==> src/rtl/display_pkg.sv <==
// Shared register map, FIFO entry format and FSM encoding for the LCD writer.
package display_pkg;

  localparam int unsigned ADDR_CMD    = 0;
  localparam int unsigned ADDR_PIX    = 1;
  localparam int unsigned ADDR_CTRL   = 2;
  localparam int unsigned ADDR_STATUS = 3;

  localparam int unsigned CTRL_RST_BIT     = 0;
  localparam int unsigned CTRL_BL_BIT      = 1;
  localparam int unsigned CTRL_OVF_CLR_BIT = 31;

  typedef struct packed {
    logic        is_pix;
    logic [31:0] data;
  } lcd_entry_t;

  typedef enum logic [1:0] {
    StIdle,
    StSetup,
    StStrobeLo,
    StStrobeHi
  } lcd_state_e;

endpackage

==> src/rtl/display_sync_fifo.sv <==
// Synchronous show-ahead FIFO; a push while full is accepted only if a pop frees a slot.
module display_sync_fifo #(
  parameter int unsigned Width     = 33,
  parameter int unsigned DepthLog2 = 4
) (
  input  logic                 clk_i,
  input  logic                 rst_i,
  input  logic                 push_i,
  input  logic [Width-1:0]     wdata_i,
  input  logic                 pop_i,
  output logic [Width-1:0]     rdata_o,
  output logic                 full_o,
  output logic                 empty_o,
  output logic [DepthLog2:0]   level_o
);
  localparam int unsigned Depth = 2 ** DepthLog2;

  logic [Width-1:0]     mem_q [Depth];
  logic [DepthLog2-1:0] wptr_q, rptr_q;
  logic [DepthLog2:0]   count_q;
  logic                 do_push, do_pop;

  assign full_o  = (count_q == (DepthLog2 + 1)'(Depth));
  assign empty_o = (count_q == '0);
  assign do_pop  = pop_i && !empty_o;
  assign do_push = push_i && (!full_o || do_pop);

  always_ff @(posedge clk_i) begin
    if (rst_i) begin
      wptr_q  <= '0;
      rptr_q  <= '0;
      count_q <= '0;
    end else begin
      if (do_push) wptr_q <= wptr_q + DepthLog2'(1);
      if (do_pop)  rptr_q <= rptr_q + DepthLog2'(1);
      count_q <= count_q + (DepthLog2 + 1)'(do_push) - (DepthLog2 + 1)'(do_pop);
    end
  end

  always_ff @(posedge clk_i) begin
    if (do_push) mem_q[wptr_q] <= wdata_i;
  end

  assign rdata_o = mem_q[rptr_q];
  assign level_o = count_q;

endmodule

==> src/rtl/display_lcd_writer.sv <==
// 8080-style LCD write engine: register decode, command/pixel FIFO and strobe timing FSM.
module display_lcd_writer
  import display_pkg::*;
#(
  parameter int unsigned AW         = 8,
  parameter int unsigned DEPTH_LOG2 = 4,
  parameter int unsigned WR_LOW     = 2,
  parameter int unsigned WR_HIGH    = 2
) (
  input  logic          c125,
  input  logic          reset,
  input  logic          wvalid,
  input  logic [AW-1:0] addr,
  input  logic [31:0]   wdata,
  output logic [31:0]   rdata,
  output logic [15:0]   lcd_d,
  output logic          lcd_dc,
  output logic          lcd_wr_n,
  output logic          lcd_cs_n,
  output logic          lcd_rst_n,
  output logic          lcd_bl
);
  localparam int unsigned WrMax = (WR_LOW > WR_HIGH) ? WR_LOW : WR_HIGH;
  localparam int unsigned CW    = $clog2(WrMax) + 1;

  lcd_state_e          state_q, state_d;
  logic [CW-1:0]       cnt_q, cnt_d;
  lcd_entry_t          ent_q, ent_d, push_ent, fifo_ent;
  logic                half_q, half_d;
  logic [15:0]         lcd_d_q, lcd_d_d;
  logic                lcd_dc_q, lcd_dc_d, wr_n_q, wr_n_d, cs_n_q, cs_n_d;
  logic                rst_n_q, bl_q, overflow_q;
  logic [31:0]         rdata_q, rdata_d;
  logic                is_pix_wr, push, pop, second, ctrl_wr, busy;
  logic                fifo_full, fifo_empty;
  logic [DEPTH_LOG2:0] fifo_level;

  assign is_pix_wr     = (addr == AW'(ADDR_PIX));
  assign push          = wvalid && (is_pix_wr || addr == AW'(ADDR_CMD));
  assign ctrl_wr       = wvalid && (addr == AW'(ADDR_CTRL));
  assign push_ent.is_pix = is_pix_wr;
  assign push_ent.data   = is_pix_wr ? wdata : {24'h0, wdata[7:0]};

  display_sync_fifo #(
    .Width    ($bits(lcd_entry_t)),
    .DepthLog2(DEPTH_LOG2)
  ) u_fifo (
    .clk_i  (c125),
    .rst_i  (reset),
    .push_i (push),
    .wdata_i(push_ent),
    .pop_i  (pop),
    .rdata_o(fifo_ent),
    .full_o (fifo_full),
    .empty_o(fifo_empty),
    .level_o(fifo_level)
  );

  // State register; bus outputs are registered alongside so they change with the state.
  always_ff @(posedge c125) begin
    if (reset) begin
      state_q  <= StIdle;
      cnt_q    <= '0;
      ent_q    <= '0;
      half_q   <= 1'b0;
      lcd_d_q  <= '0;
      lcd_dc_q <= 1'b0;
      wr_n_q   <= 1'b1;
      cs_n_q   <= 1'b1;
    end else begin
      state_q  <= state_d;
      cnt_q    <= cnt_d;
      ent_q    <= ent_d;
      half_q   <= half_d;
      lcd_d_q  <= lcd_d_d;
      lcd_dc_q <= lcd_dc_d;
      wr_n_q   <= wr_n_d;
      cs_n_q   <= cs_n_d;
    end
  end

  always_comb begin
    state_d = state_q;
    cnt_d   = cnt_q;
    pop     = 1'b0;
    second  = 1'b0;
    case (state_q)
      StIdle: begin
        if (!fifo_empty) begin
          pop     = 1'b1;
          state_d = StSetup;
        end
      end
      StSetup: begin
        cnt_d   = '0;
        state_d = StStrobeLo;
      end
      StStrobeLo: begin
        if (cnt_q == CW'(WR_LOW - 1)) begin
          cnt_d   = '0;
          state_d = StStrobeHi;
        end else begin
          cnt_d = cnt_q + CW'(1);
        end
      end
      StStrobeHi: begin
        if (cnt_q == CW'(WR_HIGH - 1)) begin
          cnt_d = '0;
          if (half_q) begin
            second  = 1'b1;
            state_d = StStrobeLo;
          end else if (!fifo_empty) begin
            pop     = 1'b1;
            state_d = StSetup;
          end else begin
            state_d = StIdle;
          end
        end else begin
          cnt_d = cnt_q + CW'(1);
        end
      end
      default: state_d = StIdle;
    endcase
  end

  always_comb begin
    ent_d    = ent_q;
    half_d   = half_q;
    lcd_d_d  = lcd_d_q;
    lcd_dc_d = lcd_dc_q;
    if (pop) begin
      ent_d    = fifo_ent;
      half_d   = fifo_ent.is_pix;
      lcd_dc_d = fifo_ent.is_pix;
      lcd_d_d  = fifo_ent.is_pix ? fifo_ent.data[31:16] : {8'h00, fifo_ent.data[7:0]};
    end else if (second) begin
      half_d  = 1'b0;
      lcd_d_d = ent_q.data[15:0];
    end
    wr_n_d = (state_d != StStrobeLo);
    cs_n_d = (state_d == StIdle);
  end

  assign busy = (state_q != StIdle) || !fifo_empty;

  always_comb begin
    rdata_d = '0;
    if (addr == AW'(ADDR_CTRL)) begin
      rdata_d = {30'b0, bl_q, rst_n_q};
    end else if (addr == AW'(ADDR_STATUS)) begin
      rdata_d = {overflow_q, busy, 24'b0, 6'(fifo_level)};
    end
  end

  always_ff @(posedge c125) begin
    if (reset) begin
      rst_n_q    <= 1'b0;
      bl_q       <= 1'b0;
      overflow_q <= 1'b0;
      rdata_q    <= '0;
    end else begin
      rdata_q <= rdata_d;
      if (ctrl_wr) begin
        rst_n_q <= wdata[CTRL_RST_BIT];
        bl_q    <= wdata[CTRL_BL_BIT];
      end
      if (ctrl_wr && wdata[CTRL_OVF_CLR_BIT]) begin
        overflow_q <= 1'b0;
      end else if (push && fifo_full && !pop) begin
        overflow_q <= 1'b1;
      end
    end
  end

  assign rdata     = rdata_q;
  assign lcd_d     = lcd_d_q;
  assign lcd_dc    = lcd_dc_q;
  assign lcd_wr_n  = wr_n_q;
  assign lcd_cs_n  = cs_n_q;
  assign lcd_rst_n = rst_n_q;
  assign lcd_bl    = bl_q;

endmodule

==> config.mk <==
export PLATFORM = sky130hd
export DESIGN_NAME = display_lcd_writer
export DESIGN_NICKNAME = d
export VERILOG_FILES = /design/src/rtl/display_pkg.sv /design/src/rtl/display_sync_fifo.sv /design/src/rtl/display_lcd_writer.sv
export SDC_FILE = /design/constraint.sdc
export NUM_CORES = 1
export LEC_CHECK = 0
export ABC_CLOCK_PERIOD_IN_PS = 6500
export BUFFER_PORTS_ARGS = -buffer_cell sky130_fd_sc_hd__buf_2
export CAP_MARGIN = 0
export CORE_ASPECT_RATIO = 1.4
export CORE_MARGIN = 5
export CORE_UTILIZATION = 45
export DETAILED_ROUTE_END_ITERATION = 10
export PLACE_DENSITY_LB_ADDON = 0.12
export SETUP_SLACK_MARGIN = 0.02
export SYNTH_ARGS = -nofsm -noshare
export SYNTH_HDL_FRONTEND = slang
export SYNTH_SLANG_ARGS = --single-unit
==> constraint.sdc <==
create_clock -name c125 -period 6.5 [get_ports c125]
set_input_delay 0.325 -clock c125 [delete_from_list [all_inputs] [get_ports c125]]
set_output_delay 0.325 -clock c125 [all_outputs]
set_load 0.02 [all_outputs]
# Word level (Yosys, flattened, before mapping)
# Memories as Yosys holds them, arrays and structs flattened. A register that Yosys moved wholly into a read port is not among the register bits.
# Cells that the tools add are included.
dict set report op_classes {
  n_mux 27
  bitwise_logic 1
  add_sub_neg 5
  eq_ne 9
  reduce_logical 24
}
# operator count
set ops {}
lappend ops {{16-bit two-way mux} 3}
lappend ops {{32-bit two-way mux} 1}
lappend ops {{8-bit by 2-bit equality test with 1-bit output (second input constant)} 2}
lappend ops {{2-bit two-way mux} 7}
lappend ops {{1-bit two-way mux} 11}
lappend ops {{4-bit by 1-bit adder with 4-bit output (second input constant)} 2}
lappend ops {{8-bit by 1-bit equality test with 1-bit output (second input constant)} 1}
lappend ops {{8-bit logical NOT} 1}
lappend ops {{4-bit two-way mux} 2}
lappend ops {{2-bit one-hot mux with 4 select lines} 1}
lappend ops {{1-bit logical AND} 7}
lappend ops {{2-bit nonzero test} 3}
lappend ops {{2-bit OR reduction} 3}
lappend ops {{5-bit by 1-bit adder with 5-bit output} 1}
lappend ops {{5-bit equality test (second input constant)} 1}
lappend ops {{5-bit logical NOT} 1}
lappend ops {{5-bit by 1-bit subtractor with 5-bit output} 1}
lappend ops {{2-bit by 1-bit equality test with 1-bit output (second input constant)} 2}
lappend ops {{2-bit equality test (second input constant)} 2}
lappend ops {{2-bit logical NOT} 2}
lappend ops {{2-bit one-hot mux with 2 select lines} 1}
lappend ops {{1-bit logical NOT} 3}
lappend ops {{1-bit logical OR} 3}
lappend ops {{3-bit OR reduction} 1}
lappend ops {{other kinds (4)} 4}
dict set report word_totals {
  inputBits 43
  word_cells 84
  mem_count 1
  ff_bits 88
  ram_bits 528
  output_inout_bits 53
}
# memory depth word_bits rd rd_clocked_by_memory_dff write_ports line
set mem_list {}
lappend mem_list {u_fifo.mem_q 16 33 1 1 1 display_sync_fifo.sv:18} ;# logic [Width-1:0] mem_q [Depth];

# Longest topological paths before layout
dict set report depth {
  word_depth 10
  mapped_depth 17
  mapped_depth_nobuf 15
}

# Modules after synthesis
# From an unflattened synthesis, not the netlist that was laid out.
dict set report unflattened {
  cells_unflattened 1224
  area_unflattened_um2 23272.3
}
# module cells_per_inst seq_area_each_um2 area_each_um2 instances
set modules_own_cells {}
lappend modules_own_cells {display_sync_fifo 919 16195.5 20797.4 1}
lappend modules_own_cells {display_lcd_writer 305 1001.0 2474.9 1}

# Least setup slack after synthesis
# No wires, ideal clock.
dict set report synth_path {
  path_kind {register to register}
  from {register u_fifo.count_q[2], in the netlist u_fifo.level_o[2]}
  to {memory u_fifo.mem_q[3][0], enable pin}
  arrival_ns 3.892
  t_required_ns 6.036
  period_less_slack_ns 4.356
  slack_ns 2.144
  setup_time_ns 0.464
  stages_incl_launch_ff 8
  n_path_buf 1
  path_cell_list {dfxtp_1 inv_1 ha_1 nor4b_1 a211o_1 buf_2 a311o_1 nor3_1}
}
dict set report synth_via {
  elab_chain_cells 10
  word_cells_on_any_way 13
  cone_classes {eq/ne: 1; mux: 6; reduce/logical: 6}
}
# element line
set synth_lines {}
lappend synth_lines {{start: declaration} display_sync_fifo.sv:20} ;# logic [DepthLog2:0] count_q;
lappend synth_lines {{start signal: assignment} display_sync_fifo.sv:36} ;# count_q <= count_q + (DepthLog2 + 1)'(do_push) - (DepthLog2 + 1)'(do_pop);
lappend synth_lines {{5-bit logical NOT} display_sync_fifo.sv:24} ;# assign empty_o = (count_q == '0);
lappend synth_lines {{1-bit two-way mux} {display_lcd_writer.sv:89, display_lcd_writer.sv:112}}
lappend synth_lines {{1-bit two-way mux} display_lcd_writer.sv:109} ;# if (half_q) begin
lappend synth_lines {{1-bit two-way mux} display_lcd_writer.sv:107} ;# if (cnt_q == CW'(WR_HIGH - 1)) begin
lappend synth_lines {{1-bit one-hot mux with 2 select lines} display_lcd_writer.sv:87} ;# case (state_q)
lappend synth_lines {{1-bit logical AND} display_sync_fifo.sv:25} ;# assign do_pop = pop_i && !empty_o;
lappend synth_lines {{1-bit logical OR *} display_sync_fifo.sv:26} ;# assign do_push = push_i && (!full_o || do_pop);
lappend synth_lines {{1-bit logical AND *} display_sync_fifo.sv:26}
lappend synth_lines {{1-bit two-way mux *} display_sync_fifo.sv:41} ;# if (do_push) mem_q[wptr_q] <= wdata_i;
lappend synth_lines {{1-bit two-way mux (implied by the code) *} display_sync_fifo.sv:41}
lappend synth_lines {{end: declaration} display_sync_fifo.sv:18}
# Every way passes the cells marked *; elsewhere a longest branch is shown, timed or not.

# Final worst setup path
dict set report layout_path {
  from {register u_fifo.count_q[2], in the netlist u_fifo.level_o[2]}
  to {register u_fifo.count_q[4], in the netlist u_fifo.level_o[4]}
}
dict set report layout_via {
  elab_chain_cells 10
  word_cells_on_any_way 13
  cone_classes {add/sub: 2; eq/ne: 1; mux: 4; reduce/logical: 6}
}
# element line
set layout_lines {}
lappend layout_lines {{5-bit logical NOT} display_sync_fifo.sv:24}
lappend layout_lines {{1-bit two-way mux} {display_lcd_writer.sv:89, display_lcd_writer.sv:112}}
lappend layout_lines {{1-bit two-way mux} display_lcd_writer.sv:109}
lappend layout_lines {{1-bit two-way mux} display_lcd_writer.sv:107}
lappend layout_lines {{1-bit one-hot mux with 2 select lines} display_lcd_writer.sv:87}
lappend layout_lines {{1-bit logical AND} display_sync_fifo.sv:25}
lappend layout_lines {{1-bit logical OR} display_sync_fifo.sv:26}
lappend layout_lines {{1-bit logical AND} display_sync_fifo.sv:26}
lappend layout_lines {{5-bit by 1-bit adder with 5-bit output} display_sync_fifo.sv:36}
lappend layout_lines {{5-bit by 1-bit subtractor with 5-bit output *} display_sync_fifo.sv:36}
# Marked as above.
# A chain may end at the register's enable or synchronous reset.

==> run summary <==
The most used flip-flop cell after synthesis is edfxtp_1. Summed over all cells, the static leakage comes to 8.90 nW. Post-CTS timing repair inserted 0 buffers for setup. The violation count after the first detailed-route iteration is between 700 and 800.

VDD sags by at most roughly 0.33 mV. The number of levels in the clock H-tree is 2. The count of final setup violators is 0. The residual antenna-violating net count after detailed routing is 0. At the worst endpoint, the required time is roughly 7000 ps. The number of iterations in the first detailed-routing pass came out at 5. The clock transition at the registers of the reported paths is approximately 70 ps. The total global routing overflow is 0.

In this run the worst path has a maximum fanout of 56. The placed cell count came out at 1886. Ranked by instance count, the synthesized netlist is headed by edfxtp_1 (528), mux4_2 (95), dfxtp_1 (67). The share of synthesized area occupied by flip-flops and latches came out at ~73%. The number of antenna diodes came out at 0.

The total of max-cap violations is 0. The cell sitting at the root of the clock tree is a clkbuf_16. Measured along the y axis, the die boundary spans 281 um. The fraction of synthesis flops using an asynchronous set or reset pin came out at 0%.

The clock period minus final worst setup slack is about 4300 ps. The kind of end point of the critical path is a flop. The worst register-to-register path begins at u_fifo.level_o[2]. The dominant cell by count in the synthesized netlist is edfxtp_1. The area growth from synthesis to layout came out at 11.8%.

The number of cells on the worst reg-to-reg path is 16. The number of I/O pins came out at 96. The CTS tree is yes. The kind of launch point of the worst setup path is a flop. The die is between 200 and 250 um wide. The share of cells above drive strength 1 came out at around 23%. The DRC violations left came out at 0. The gate count after technology mapping is roughly 1200.

The count of warnings emitted by yosys came out at 0. The number of failing hold endpoints at the final stage came out at 0. The beginning of the worst hold path is wdata[31]. Setup repair after global routing left no endpoint under its margin. The floorplan step defined a die boundary enclosing ~57000 um^2. The final instance area came out at 26400 um^2. The filler cells instantiated in the layout total around 4200. After synthesis, the netlist uses 55 different library cells. In this run the worst hold path is classified as input port to flop. The routed layout has roughly 11000 vias. The critical path is of the flop to flop type. The initial core utilization came out at a little under half. The register cell area after layout came out at roughly 17000 um^2. The flow ran to the end, and the final reports show no timing, DRC or antenna violations. The multi-input logic area is 5840 um^2. The fraction of synthesized cell area taken by the top area cell type is 67.2%. The initial antenna violation count came out at 0. The quantity of hold-fixing buffers added after cts is 0. The buffer levels on the longest clock path is 3. In this run the worst setup path begins at u_fifo.level_o[2].

For this run, the top clock speed supported by timing is between 200 and 250 MHz. The via count of the first global-routing pass is between 10000 and 15000. In this run the power density over the cells is roughly 360 nW/um^2. The clock buffer count from CTS is 56. The maximum number of pins on one net before global-route repair is 61. In this run the tightest slew margin relative to its limit is between 10% and 20%.

After synthesis, the mean cell area works out to 19.7 um^2. In the post-synthesis netlist, the biggest area contributors are edfxtp_1 (67%), mux4_2 (9.1%), dfxtp_1 (5.7%), mux4_1 (5.0%), mux2i_1 (1.2%). The global-route usage over all layers came out at a little under a fifth. After detailed routing, the number of vias per cell comes to between 5 and 6. The estimated wirelength of the detail-placed design came out at 30900 um. After detailed placement, the total cell area comes to around 25000 um^2. Summed over all instances, the cell type with the most area after synthesis is edfxtp_1. During placement, the flow inserted port buffers numbering 70. The post-cts sizing count is 0. The tightest hold margin came out at approximately 70 ps. The clock sink count is between 500 and 600. The count of final max-slew check failures came out at 0. The data arrival time of the worst path is 4810 ps. The number of cells in the finished layout apart from fillers is 1992. The first global-routing pass estimated between 70000 and 80000 um of wire. The worst-skew pair later-pin latency is approximately 610 ps. The mapped netlist covers about 24000 um^2.

In the final design database the tool counted 1348 nets. The congestion estimate from routability-driven global placement came to a little under 0.8. The count of flip-flops with a built-in enable after synthesis is roughly 530. The floorplan core area is ~52000 um^2. Summed over all failing endpoints, the final setup total negative slack is 0 ps. Clock skew on the completed layout was measured at about 19 ps. The completed layout was analyzed and its total power is about 9.6 mW. The number of synthesized register bits is ~600. The number of standard-cell rows in the floorplan came out at 99. Summed over all layers, the routed wires come to around 53000 um. The routed length per instance is roughly 27 um. The transition time at the pin with the least slew margin is about 1300 ps. The share of the cycle needed by the critical path after routing is between 60% and 70%. The number of cells on the worst hold path is 3.
-- logic make-up after synthesis --
kind of cell               after synthesis  synth area share [%]
and+or+nand+nor                        175                  3.62
AOI/OAI and AO/OA                      122                  3.71
xor gates and xnor gates                 8                 0.297
DFF                                    595                  72.9
buffers and inverters                  112                  3.24
adders and majority gates               17                 0.933
muxes                                  169                  15.3
other                                    1                0.0159
-- worst paths after layout --
kind / slack, ps / endpoint
setup / recovery: 2220 / u_fifo.level_o[4]
hold / removal: 70 / overflow_q
setup reg to reg: 2220 / u_fifo.level_o[4]
hold reg to reg: 450 / ent_q[13]
-- cell type report --
cell class | count | area share (%)
inverter | 18 | 0.256
multi-input combinational | 516 | 22.1
tap | 656 | 3.11
timing repair buffer | 101 | 2.26
clock buffer | 78 | 5.89
clock inverter | 28 | 1.13
sequential | 595 | 65.2
-- cell usage in the layout (no fill, tap or decap), types with 6 or more instances in the layout --
cell,instances
nand3_1,6
conb_1,25
a22oi_1,17
a211oi_1,24
buf_2,70
mux4_1,45
nor2b_1,20
a2111o_1,8
a21oi_1,34
o21ai_0,10
bufinv_16,6
nand2_1,53
and2_1,6
edfxtp_1,528
dfxtp_1,63
ha_1,16
mux4_2,95
inv_1,18
clkbuf_1,16
a211o_1,8
clkbuf_16,57
mux2i_1,29
clkinv_1,9
nor2_4,13
and3_1,26
a221oi_1,8
clkinv_2,8
buf_4,30
nor2_1,32
-- critical path, stage by stage (launching register included) --
cell,delay (ps)
dfxtp_1,320
inv_1,80
ha_1,170
nor4b_1,760
a211o_2,210
buf_4,460
inv_1,530
ha_1,440
inv_1,40
ha_1,190
inv_1,80
fa_1,200
inv_1,50
a21oi_1,140
nor2_1,60
or3_1,330
a21oi_1,130
-- stage by stage --
step           setup WS, ps  util (%)
2_1_floorplan          2140         -
3_3_place_gp           2250      47.2
3_5_place_dp           2210      47.2
4_1_cts                2160      50.7
5_1_grt                1800      50.7
6_report               2220      50.7
-- power breakdown --
group	total, mW	leakage, nW	switching (mW)	internal [mW]
Sequential	4.40	5.51	0.166	4.23
Combinational	1.90	2.48	1.06	0.840
Clock	3.29	0.903	1.38	1.91
-- sequential cells by signal (all words and copies together) (netlist names), named ones only --
name / flops
lcd_dc: 1
lcd_wr_n: 1
half_q: 1
overflow_q: 1
ent_q: 16
rdata: 7
lcd_d: 16
lcd_rst_n: 1
u_fifo.mem_q: 528
state_q: 2
u_fifo.level_o: 5
lcd_cs_n: 1
u_fifo.wptr_q: 4
lcd_bl: 1
cnt_q: 2
u_fifo.rptr_q: 4
-- metal layers --
layer / track usage [%] / wire [um]
met5: 0 / 0
met4: 4.71 / 1170
met3: 2.80 / 2280
met2: 31.9 / 26800
met1: 25.3 / 22700
Power figures use the tool's default switching activity.
